<file path="config.mk">
export PLATFORM = sky130hd
export DESIGN_NAME = sachen8259_restore
export DESIGN_NICKNAME = d
export VERILOG_FILES = /design/src/rtl/sachen_pkg.sv /design/src/rtl/sachen8259_restore.sv
export SDC_FILE = /design/constraint.sdc
export NUM_CORES = 1
export LEC_CHECK = 0
export BUFFER_PORTS_ARGS = -buffer_cell sky130_fd_sc_hd__buf_2
export CAP_MARGIN = 15
export CELL_PAD_IN_SITES_DETAIL_PLACEMENT = 1
export CELL_PAD_IN_SITES_GLOBAL_PLACEMENT = 2
export CORE_MARGIN = 2
export CORE_UTILIZATION = 30
export CTS_BUF_LIST = sky130_fd_sc_hd__clkbuf_8
export DETAILED_ROUTE_END_ITERATION = 8
export PLACE_DENSITY = 0.75
export SLEW_MARGIN = 20
export SYNTH_ARGS = -nofsm -noshare
export SYNTH_HDL_FRONTEND = slang
export SYNTH_SLANG_ARGS = --single-unit
</file>
<file path="constraint.sdc">
create_clock -name clk -period 2.15 [get_ports clk]
set_input_delay 0 -clock clk [delete_from_list [all_inputs] [get_ports clk]]
set_output_delay 0 -clock clk [all_outputs]
set_load 0.01 [all_outputs]
</file>
<file path="src/rtl/sachen_pkg.sv">
// Shared constants, state encoding and helpers for the
// Sachen 8259 / 74LS374N register-file restore engine.
package sachen_pkg;

    localparam logic [15:0] SEL_ADDR_DEFAULT = 16'h4100;
    localparam logic [15:0] DAT_ADDR_DEFAULT = 16'h4101;

    // Replay order: slot 0 first (243 reg-0 clobber), slot 1 is reg 2 (150 clobber)
    localparam logic [7:0][2:0] ORDER = {
        3'd7, 3'd6, 3'd5, 3'd4, 3'd3, 3'd1, 3'd2, 3'd0
    };

    typedef enum logic [2:0] {
        IDLE,
        ARM,
        SEL,
        DAT,
        FIN,
        RD
    } restore_state_t;

    function automatic logic [7:0] exp_readback(input logic [2:0] sel);
        return {5'b00111, ~sel};
    endfunction

endpackage

</file>
<file path="src/rtl/sachen8259_restore.sv">
// Replays a Sachen 8259 / 74LS374N register snapshot as CPU write
// cycles on the indexed port, then reads the selector back.
module sachen8259_restore
    import sachen_pkg::*;
#(
    parameter logic [15:0] SEL_ADDR = SEL_ADDR_DEFAULT,
    parameter logic [15:0] DAT_ADDR = DAT_ADDR_DEFAULT
) (
    input  logic        clk,
    input  logic        reset_n,
    input  logic        ce,
    input  logic        start,
    input  logic        abort,
    input  logic [23:0] snap,
    input  logic [2:0]  final_sel,
    output logic [15:0] bus_addr,
    output logic [7:0]  bus_dout,
    output logic        bus_write,
    output logic        bus_read,
    input  logic [7:0]  bus_din,
    output logic        busy,
    output logic        done,
    output logic        err
);

    restore_state_t state_q, state_d;
    logic [2:0]  idx_q, idx_d;
    logic [23:0] snap_q, snap_d;
    logic [2:0]  fsel_q, fsel_d;
    logic [15:0] addr_q, addr_d;
    logic [7:0]  dout_q, dout_d;
    logic        write_q, write_d;
    logic        read_q, read_d;
    logic        busy_q, busy_d;
    logic        done_q, done_d;
    logic        err_q, err_d;

    function automatic logic [2:0] reg_val(
        input logic [23:0] s,
        input logic [2:0]  r
    );
        logic [2:0] v;
        v = 3'd0;
        for (int i = 0; i < 8; i++) begin
            if (r == 3'(i)) v = s[3*i +: 3];
        end
        return v;
    endfunction

    // Sequencing: advances only on ce, abort forces IDLE on any clk
    always_comb begin
        state_d = state_q;
        idx_d   = idx_q;
        snap_d  = snap_q;
        fsel_d  = fsel_q;
        busy_d  = busy_q;
        err_d   = err_q;
        done_d  = 1'b0;
        if (abort) begin
            state_d = IDLE;
            idx_d   = 3'd0;
            busy_d  = 1'b0;
        end else begin
            case (state_q)
                IDLE: if (start) begin
                    snap_d  = snap;
                    fsel_d  = final_sel;
                    err_d   = 1'b0;
                    busy_d  = 1'b1;
                    state_d = ARM;
                end
                ARM: if (ce) begin
                    state_d = SEL;
                    idx_d   = 3'd0;
                end
                SEL: if (ce) state_d = DAT;
                DAT: if (ce) begin
                    if (idx_q == 3'd7) begin
                        state_d = FIN;
                    end else begin
                        state_d = SEL;
                        idx_d   = idx_q + 3'd1;
                    end
                end
                FIN: if (ce) state_d = RD;
                RD: if (ce) begin
                    err_d   = (bus_din != exp_readback(fsel_q));
                    done_d  = 1'b1;
                    busy_d  = 1'b0;
                    idx_d   = 3'd0;
                    state_d = IDLE;
                end
                default: state_d = IDLE;
            endcase
        end
    end

    // Bus drive for the cycle being entered; IDLE and ARM park at zero
    always_comb begin
        addr_d  = 16'h0000;
        dout_d  = 8'h00;
        write_d = 1'b0;
        read_d  = 1'b0;
        case (state_d)
            SEL: begin
                addr_d  = SEL_ADDR;
                dout_d  = {5'b0, ORDER[idx_d]};
                write_d = 1'b1;
            end
            DAT: begin
                addr_d  = DAT_ADDR;
                dout_d  = {5'b0, reg_val(snap_d, ORDER[idx_d])};
                write_d = 1'b1;
            end
            FIN: begin
                addr_d  = SEL_ADDR;
                dout_d  = {5'b0, fsel_d};
                write_d = 1'b1;
            end
            RD: begin
                addr_d = SEL_ADDR;
                read_d = 1'b1;
            end
            default: ;
        endcase
    end

    // State and registered outputs
    always_ff @(posedge clk or negedge reset_n) begin
        if (!reset_n) begin
            state_q <= IDLE;
            idx_q   <= 3'd0;
            snap_q  <= 24'h0;
            fsel_q  <= 3'd0;
            addr_q  <= 16'h0000;
            dout_q  <= 8'h00;
            write_q <= 1'b0;
            read_q  <= 1'b0;
            busy_q  <= 1'b0;
            done_q  <= 1'b0;
            err_q   <= 1'b0;
        end else begin
            state_q <= state_d;
            idx_q   <= idx_d;
            snap_q  <= snap_d;
            fsel_q  <= fsel_d;
            addr_q  <= addr_d;
            dout_q  <= dout_d;
            write_q <= write_d;
            read_q  <= read_d;
            busy_q  <= busy_d;
            done_q  <= done_d;
            err_q   <= err_d;
        end
    end

    assign bus_addr  = addr_q;
    assign bus_dout  = dout_q;
    assign bus_write = write_q;
    assign bus_read  = read_q;
    assign busy      = busy_q;
    assign done      = done_q;
    assign err       = err_q;

endmodule
</file>
==> results.tsv, run 1 <==
metric	value	unit
status	finished, violations left	
violations	setup timing	
drc	0	
ys_seq_elements	43	
holdPathStages	4	
ys_async_sr_fraction	100	%
final_common_cell	buf_2	
nets	342	
portBuffers	50	
grt_max_degree	44	
wl	6040	microns
rows	31	
h-tree-depth	2	
rsz0062_at_grt	yes	
fmax	441	MHz
min_from	bus_din[4]	
ctsRootBufferMaster	clkbuf_8	
finClkSkew	0.00402	ns
synth_edf_count	0	
cp_max_fo	3	
n_antenna_cell	0	
period_share	105	%
clock-sinks	43	
required	2.32	ns
hold_end	err$_DFFE_PN0P_	
seqPwrFrac	50.7	%
yosys_warnings	0	
reg2reg_slack	-0.12	ns
p_sw	534	uW
multi_input_area	1090	sq um
ir_drop	0.231	mV
antenna_left	0	
place_congestion	0.797	
ioPinCount	69	
cellInternalPower	1.42	mW
clk_latency	0.29	ns
p_leak	1.52	nW
dr.first_iter.drc_count	56	
critPathKind	reg -> reg	
worstHoldPathType	in -> reg	
place_hpwl	4350	microns
finalNonFillerCells	401	
firstDrtPassIters	4	
holdWs	0.0147	ns
cts_made_buffers	5	
synthCells	200	
area_delta_synth_final	37.5	%
core_area	7330	sq um
antenna_found_initial	0	
placed_area	2700	sq um
finalHoldViolations	0	
critical_path_arrival	2.44	ns
drv_cap	0	
via_count	1846	
dp.cells	361	
die_width	91.6	microns
grt_pass1_wl	10100	microns
final_area	3170	sq um
p_comb_share	24.4	%
slew_headroom	65.1	%
worst_slack	-0.117	ns
wl_per_cell	15.1	microns
avgSynthCellArea	11.5	sq um
grt_pass1_vias	2047	
setup_viol	3	
die_area	8390	sq um
clock_power_share	24.9	%
drv_slew	0	
ys_types	54	
reg2reg_from	idx_q[0]$_DFF_PN0_	
track_usage	15.3	%
synth_seq_area_share	46.7	%
cts_tree	built	
p_sw_share	27.3	%
ys.flop_type	dfrtp_1	
die_y	91.6	microns
layout_common_cells	buf_2, dfrtp_1, dlygate4sd3_1	
viasPerCell	4.60	
start_kind	flip-flop	
r2r-end	bus_dout[0]$_DFF_PN0_	
cp-startpoint	idx_q[0]$_DFF_PN0_	
netlist_area	2300	sq um
clk_pin_slew	0.08	ns
fill_cells	844	
drive_above_1_share	41.4	%
gr-total-overflow	0	
critPathCaptureType	flip-flop	
seq_area	1080	sq um
fin_crit	2.27	ns
p_per_area	617	nW/um^2
start_util	31.4	%
worstMarginPinSlew	0.523	ns
reg2reg_depth	9	
ctsLongestPathBuffers	2	
## stage by stage
stage               util, %  TNS [ns]  power, mW  setup WS [ns]
floorplan                 -    -0.172       1.30         -0.153
global placement       36.9    -0.244       1.40         -0.136
detailed placement     36.9    -0.448       1.43         -0.218
CTS                    42.6    -0.228       1.97         -0.114
global route           43.2    -0.479       2.08         -0.198
finish                 43.2    -0.157       1.95         -0.117
## worst max-delay path, cell delays in order, from the launching register on
cell,delay [ns]
dfrtp_1,0.40
ha_2,0.21
a21o_4,0.24
nor4b_4,0.27
nor3_4,0.09
or2_4,0.25
inv_4,0.07
mux2_4,0.31
o311ai_4,0.21
o21ai_1,0.09
## flip-flops by register name (all words and copies together) (netlist names)
signal / cells
bus_addr: 2
bus_dout: 3
err: 1
busy: 1
snap_q: 24
bus_write: 1
state_q: 3
done: 1
idx_q: 3
bus_read: 1
fsel_q: 3
## power groups by stage
stage / combinational [mW] / sequential (mW) / clock, mW
after floorplan: 0.309 / 0.992 / 0
after global placement: 0.408 / 0.997 / 0
after detailed placement: 0.421 / 1.01 / 0
after CTS: 0.475 / 0.990 / 0.509
after global routing: 0.532 / 1.01 / 0.542
final: 0.478 / 0.990 / 0.487
## final cells by class
class / instances / share of cell area (%)
well taps: 99 / 3.91
multi-input cells: 139 / 34.5
flip-flops and latches: 43 / 34.0
clock inverters: 3 / 0.395
inverters: 7 / 0.909
clock buffers: 5 / 2.17
repair buffers: 105 / 24.1
## kinds of logic (layout without fill, tap and decap cells)
family / count (synthesis) / count (layout) / share of synthesized area (%)
AOI/OAI and AO/OA: 32 / 32 / 10.4
xor gates and xnor gates: 3 / 3 / 1.14
adders and majority gates: 1 / 1 / 0.543
buffers and inverters: 35 / 120 / 10.5
DFF: 43 / 43 / 46.7
muxes: 36 / 36 / 17.4
other: 1 / 18 / 0.163
and+or+nand+nor: 49 / 49 / 13.0
## layer usage
layer | global-route usage (%) | vias up | part of all wire (%)
li1 | - | 876 | -
met1 | 18.2 | 920 | 41
met2 | 27.5 | 40 | 54
met3 | 3.15 | 10 | 3.3
met4 | 4.29 | 0 | 1.5
met5 | 0 | - | 0
## worst max path at each step
stage	end	slack (ns)	cells past startpoint
after floorplan	bus_dout[0]$_DFF_PN0_	-0.15	10
after global placement	bus_dout[1]$_DFF_PN0_	-0.14	7
after detailed placement	bus_dout[1]$_DFF_PN0_	-0.22	7
after CTS	bus_dout[0]$_DFF_PN0_	-0.11	9
after global routing	bus_dout[0]$_DFF_PN0_	-0.20	9
final	bus_dout[0]$_DFF_PN0_	-0.12	9
## Yosys cell counts, drive strengths merged, types with 2 or more instances
| master | n | area share (%) |
|---|---|---|
| mux2i | 6 | 2.6 |
| a211o | 2 | 0.76 |
| nor3 | 5 | 1.8 |
| mux2 | 30 | 15 |
| nor4b | 2 | 1.7 |
| buf | 27 | 9.1 |
| nor2 | 8 | 1.3 |
| xnor2 | 3 | 1.1 |
| a21oi | 5 | 1.1 |
| dfrtp | 43 | 47 |
| nor4 | 3 | 0.82 |
| and2 | 3 | 0.92 |
| nand3b | 2 | 0.65 |
| or2 | 2 | 0.54 |
| nand2b | 2 | 0.54 |
| o21ai | 8 | 1.7 |
| inv | 7 | 1.3 |
| nand4 | 2 | 0.54 |
| nand3 | 3 | 0.65 |
| nand2 | 11 | 1.9 |
| a211oi | 3 | 0.98 |
| o21bai | 2 | 0.65 |
| and3 | 3 | 0.82 |
## timing repair
| item | 4_1_cts | 5_1_grt |
|---|---|---|
| gates resized for setup | 8 | 3 |
| buffers inserted | 2 | 0 |
| pin swaps | 3 | 0 |
| endpoints found under the setup margin | 3 | 3 |
| hold buffers | 29 | 0 |
| endpoints found under the hold margin | 71 | 0 |
(Power assumes the default switching activity.)
==> run 2: changes to the inputs <==
SETUP_SLACK_MARGIN = 0.1   (was unset)
==> results.tsv, run 2 (synthesized netlist as in run 1, its figures left out) <==
metric	value	unit	change
cts_made_buffers	5		unchanged
drv_slew	0		unchanged
final_common_cell	buf_2		unchanged
critPathKind	reg -> reg		unchanged
ctsLongestPathBuffers	2		unchanged
drive_above_1_share	48.1	%	was 41.4%
worstMarginPinSlew	0.559	ns	was 0.523 ns
wl_per_cell	15.1	microns	about the same
ctsRootBufferMaster	clkbuf_8		unchanged
totalPowerFinal	2.13	mW	was 1.95 mW
antenna_found_initial	0		unchanged
reg2reg_slack	-0.08	ns	was -0.12 ns
worstHoldPathType	in -> reg		unchanged
min_from	bus_din[3]		was bus_din[4]
track_usage	14.5	%	was 15.3%
holdPathStages	4		unchanged
drv_cap	0		unchanged
rsz0062_at_grt	yes		unchanged
start_util	31.4	%	unchanged
viasPerCell	4.55		was 4.60
h-tree-depth	2		unchanged
slew_headroom	62.8	%	was 65.1%
area_delta_synth_final	47.2	%	was 37.5%
ioPinCount	69		unchanged
nets	351		was 342
layout_common_cells	buf_2, dfrtp_1, buf_4		was buf_2, dfrtp_1, dlygate4sd3_1
worst_slack	-0.0801	ns	was -0.117 ns
finClkSkew	0.00535	ns	was 0.00402 ns
p_leak	1.62	nW	was 1.52 nW
rows	31		unchanged
drc	0		unchanged
cts_tree	built		unchanged
period_share	104	%	was 105%
hold_end	err$_DFFE_PN0P_		unchanged
r2r-end	bus_dout[0]$_DFF_PN0_		unchanged
place_hpwl	4330	microns	was 4350 microns
clock-sinks	43		unchanged
ir_drop	0.243	mV	was 0.231 mV
fmax	448	MHz	was 441 MHz
critical_path_arrival	2.41	ns	was 2.44 ns
setup_viol	3		unchanged
cp_max_fo	4		was 3
violations	setup timing		unchanged
fin_crit	2.23	ns	was 2.27 ns
p_per_area	629	nW/um^2	was 617 nW/um^2
clk_pin_slew	0.08	ns	about the same
firstDrtPassIters	4		unchanged
gr-total-overflow	0		unchanged
grt_pass1_vias	1931		was 2047
die_area	8390	sq um	unchanged
grt_pass1_wl	9570	microns	was 10100 microns
required	2.33	ns	was 2.32 ns
placed_area	2700	sq um	unchanged
die_width	91.6	microns	unchanged
largest-register	snap_q		unchanged
final_area	3390	sq um	was 3170 sq um
antenna_left	0		unchanged
wl	6170	microns	was 6040 microns
place_congestion	0.810		was 0.797
via_count	1860		was 1846
clk_latency	0.29	ns	about the same
core_area	7330	sq um	unchanged
n_antenna_cell	0		unchanged
critPathCaptureType	flip-flop		unchanged
finalHoldViolations	0		unchanged
status	finished, violations left		unchanged
reg2reg_from	idx_q[1]$_DFF_PN0_		was idx_q[0]$_DFF_PN0_
dr.first_iter.drc_count	29		was 56
largest_reg_flops	24		unchanged
reg2reg_depth	9		unchanged
die_y	91.6	microns	unchanged
portBuffers	50		unchanged
start_kind	flip-flop		unchanged
grt_max_degree	44		unchanged
==> run 2: area by class of cell <==
class	count	area, sq um
multi-input combinational	139	1200
clock inverter	2	33.8
fill	806	3940
sequential	43	1080
tap	99	124
inverter	7	28.8
clock buffer	5	68.8
timing repair buffer	114	857
==> run 2: how the worst max path moves through the flow <==
stage,startpoint,endpoint,slack (ns),depth (start not counted)
3_3_place_gp,state_q[2]$_DFF_PN0_,bus_dout[1]$_DFF_PN0_,-0.15,7
4_1_cts,idx_q[1]$_DFF_PN0_,bus_dout[0]$_DFF_PN0_,-0.11,9
6_report,idx_q[1]$_DFF_PN0_,bus_dout[0]$_DFF_PN0_,-0.08,9
3_5_place_dp,state_q[2]$_DFF_PN0_,bus_dout[1]$_DFF_PN0_,-0.23,7
2_1_floorplan,idx_q[0]$_DFF_PN0_,bus_dout[0]$_DFF_PN0_,-0.15,10
5_1_grt,idx_q[1]$_DFF_PN0_,bus_dout[0]$_DFF_PN0_,-0.20,9
==> run 2: timing repair <==
item,in CTS,in global routing
pin swaps,1,12
hold buffers,28,0
hold endpoints to repair,70,0
cloned,0,1
endpoints found under the setup margin,3,3
resized for setup,5,39
setup buffers,1,11
==> run 2: metal layers <==
| metal | GRT usage (%) | vias up | routed length (microns) |
|---|---|---|---|
| met2 | 25.7 | 41 | 3240 |
| met5 | 0 | - | 0 |
| met1 | 17.4 | 913 | 2630 |
| met4 | 3.91 | 0 | 86 |
| li1 | - | 895 | - |
| met3 | 3.49 | 11 | 205 |
==> run 2: per-stage QoR <==
step | setup TNS, ns | setup slack, ns | cells | util [%] | hold WS (ns)
2_1_floorplan | -0.172 | -0.153 | 217 | - | -0.296
3_3_place_gp | -0.260 | -0.153 | 361 | 36.9 | 0.202
3_5_place_dp | -0.461 | -0.230 | 361 | 36.9 | 0.226
4_1_cts | -0.204 | -0.106 | 397 | 42.5 | 0.00373
5_1_grt | -0.436 | -0.200 | 409 | 46.2 | 0.00370
6_report | -0.118 | -0.0801 | 409 | 46.2 | 0.00855
==> run 2: critical path: stages (launching register included) <==
cell	delay [ns]
dfrtp_1	0.42
ha_4	0.18
a21o_4	0.23
nor4b_4	0.26
nor3_4	0.08
or2_4	0.26
buf_4	0.16
o211a_1	0.12
a311oi_2	0.30
o21ai_1	0.11
==> run 2: power breakdown <==
part           switching [mW]  leakage [nW]  internal, mW
combinational           0.240          1.03         0.302
clock                   0.266        0.0554         0.336
sequential             0.0438         0.537         0.944
total                   0.550          1.62          1.58
==> run 3: changes to the inputs <==
ABC_AREA = 1   (was unset)
CORE_UTILIZATION = 27   (was 30)
PLACE_DENSITY = 0.77   (was 0.75)
==> results.tsv, run 3 <==
metric	value	unit	change
status	completed		was finished, violations left
start_kind	flip-flop		unchanged
die_area	9430	sq um	was 8390 sq um
gr-total-overflow	0		unchanged
rows	33		was 31
setup_tns	0	ns	was -0.118 ns
firstDrtPassIters	4		unchanged
fill_cells	1029		was 806
synth_edf_count	0		unchanged
synth_seq_area_share	46.0	%	was 46.7%
drc	0		unchanged
pre_cts_ws	-0.0807	ns	was -0.230 ns
ys_types	34		was 54
clock-sinks	43		unchanged
holdWs	0.0121	ns	was 0.00855 ns
portBuffers	50		unchanged
p_leak	1.73	nW	was 1.62 nW
fin_crit	2.04	ns	was 2.23 ns
seq_area	1080	sq um	about the same
antenna_found_initial	0		unchanged
setup_viol	0		was 3
nets	442		was 351
drive_above_1_share	29.6	%	was 48.1%
via_count	2232		was 1860
ys_seq_elements	43		unchanged
required	2.34	ns	was 2.33 ns
ctsRootBufferMaster	clkbuf_8		unchanged
clk_pin_slew	0.08	ns	about the same
core_area	8300	sq um	was 7330 sq um
yosysTopAreaCell	dfrtp_1		unchanged
antenna_left	0		unchanged
critPathKind	reg -> reg		unchanged
dp.cells	460		was 361
synth_common_cells	nand2_1, dfrtp_1, buf_4		was dfrtp_1, mux2_2, buf_4
fmax	489	MHz	was 448 MHz
place_congestion	0.831		was 0.810
ctsLongestPathBuffers	2		unchanged
grt_max_degree	44		unchanged
synth_most_common_cell	nand2_1		was dfrtp_1
largest-register	snap_q		unchanged
dr.first_iter.drc_count	45		was 29
ys.flop_type	dfrtp_1		unchanged
critPathCaptureType	flip-flop		unchanged
cts_tree	built		unchanged
layout_common_cells	nand2_1, buf_2, dfrtp_1		was buf_2, dfrtp_1, buf_4
final_common_cell	nand2_1		was buf_2
yosys-top-cells-area	dfrtp_1, nand2_1, buf_4, nand3_1, inv_1		was dfrtp_1, mux2_2, buf_4, mux2i_1, mux2_1
place_hpwl	4800	microns	was 4330 microns
wl	6890	microns	was 6170 microns
grt_pass1_vias	2262		was 1931
die_y	97.1	microns	was 91.6 microns
ys_async_sr_fraction	100	%	unchanged
period_share	95.0	%	was 104%
ir_drop	0.286	mV	was 0.243 mV
slew_headroom	34.8	%	was 62.8%
yosysTopAreaCellShare	46.0	%	was 46.7%
p_per_area	611	nW/um^2	was 629 nW/um^2
wl_per_cell	13.6	microns	was 15.1 microns
drv_slew	0		unchanged
reg2reg_depth	12		was 9
multi_input_area	1160	sq um	was 1200 sq um
holdPathStages	4		unchanged
finalNonFillerCells	507		was 409
viasPerCell	4.40		was 4.55
critical_path_arrival	2.23	ns	was 2.41 ns
reg2reg_slack	0.11	ns	was -0.08 ns
cp_max_fo	8		was 4
worst_slack	0.107	ns	was -0.0801 ns
cts_made_buffers	5		unchanged
die_width	97.1	microns	was 91.6 microns
drv_cap	0		unchanged
clk_latency	0.30	ns	was 0.29 ns
worstHoldPathType	in -> reg		unchanged
ioPinCount	69		unchanged
finClkSkew	0.00520	ns	was 0.00535 ns
finalHoldViolations	0		unchanged
fin_util	39.2	%	was 46.2%
h-tree-depth	2		unchanged
area_delta_synth_final	39.1	%	was 47.2%
rsz0062_at_grt	yes		unchanged
yosys_warnings	0		unchanged
n_antenna_cell	0		unchanged
avgSynthCellArea	7.75	sq um	was 11.5 sq um
largest_reg_flops	24		unchanged
track_usage	14.1	%	was 14.5%
worstMarginPinSlew	0.978	ns	was 0.559 ns
synthCells	302		was 200
netlist_area	2340	sq um	was 2300 sq um
start_util	28.2	%	was 31.4%
grt_pass1_wl	10900	microns	was 9570 microns
[run 3: changes by cell type in the layout (fill, tap and decap cells not counted), moves of 4 or more]
cell | before | now
nand2_4 | 0 | 5
inv_1 | 6 | 18
mux2_4 | 8 | 0
mux2_2 | 18 | 0
nand2_1 | 9 | 115
a21oi_1 | 4 | 8
buf_4 | 31 | 20
nand3_1 | 3 | 18
mux2_1 | 4 | 0
nor2_1 | 4 | 13
nor3_2 | 0 | 4
mux2i_1 | 5 | 0
nand2_2 | 2 | 7
[run 3: stage by stage]
stage / cell area (sq um) / power [mW]
global placement: 2690 / 1.35
floorplan: 2400 / 1.24
finish: 3250 / 1.99
detailed placement: 2690 / 1.36
global route: 3250 / 2.13
CTS: 3090 / 1.99
[run 3: cells by family (layout without fill, tap and decap cells)]
logic type | after synthesis | after routing | synth area share [%]
AOI/OAI and AO/OA | 28 | 28 | 7.33
adders and majority gates | 1 | 1 | 0.535
xor gates and xnor gates | 1 | 1 | 0.374
DFF | 43 | 43 | 46.0
and+or+nand+nor | 178 | 180 | 33.9
other | 1 | 18 | 0.160
buffers and inverters | 50 | 131 | 11.8
[run 3: worst paths after layout]
check                                              to                 start
max in group asynchronous        state_q[0]$_DFF_PN0_               reset_n
worst max-delay path            bus_dout[1]$_DFF_PN0_  state_q[2]$_DFF_PN0_
min in group asynchronous        snap_q[10]$_DFF_PN0_               reset_n
worst min-delay path             snap_q[10]$_DFF_PN0_              snap[10]
worst max register to register  bus_dout[1]$_DFF_PN0_  state_q[2]$_DFF_PN0_
worst min register to register   snap_q[22]$_DFF_PN0_  snap_q[22]$_DFF_PN0_
[run 3: final cells by class]
cell class	instances	area share, %
multi-input combinational	228	35.5
clock buffer	7	2.96
inverter	26	3.38
tap	105	4.04
sequential	43	33.2
clock inverter	1	0.231
timing repair buffer	97	20.7
[run 3: power by group]
| group | leakage [nW] | internal, mW | switching, mW | total [mW] |
|---|---|---|---|---|
| Clock | 0.0505 | 0.292 | 0.288 | 0.580 |
| Sequential | 0.548 | 0.922 | 0.0469 | 0.969 |
| Combinational | 1.13 | 0.182 | 0.259 | 0.441 |
[run 3: worst max-delay path, stage by stage (launching register included)]
cell     delay, ns
dfrtp_2       0.47
inv_2         0.10
nand2_4       0.06
nor2_4        0.13
nand3_4       0.16
buf_6         0.16
or2_1         0.21
o21ai_2       0.08
nor2_1        0.06
nor3_2        0.21
nand4_1       0.13
nand3_1       0.10
nand2_1       0.05
[run 3: repair_timing]
action / in CTS / in global routing
hold buffers: 25 / 0
pin swaps: 2 / 14
gates cloned: 1 / 1
gates resized for setup: 9 / 23
setup buffers: 2 / 10
setup endpoints to repair: 3 / 3
hold endpoints to repair: 69 / 0
[run 3: layer usage]
metal / GRT usage [%] / part of all wire, % / vias to the layer above
li1: - / - / 1124
met1: 19.2 / 47 / 1055
met2: 22.5 / 48 / 45
met3: 2.73 / 3.3 / 8
met4: 4.66 / 1.7 / 0
met5: 0 / 0 / -
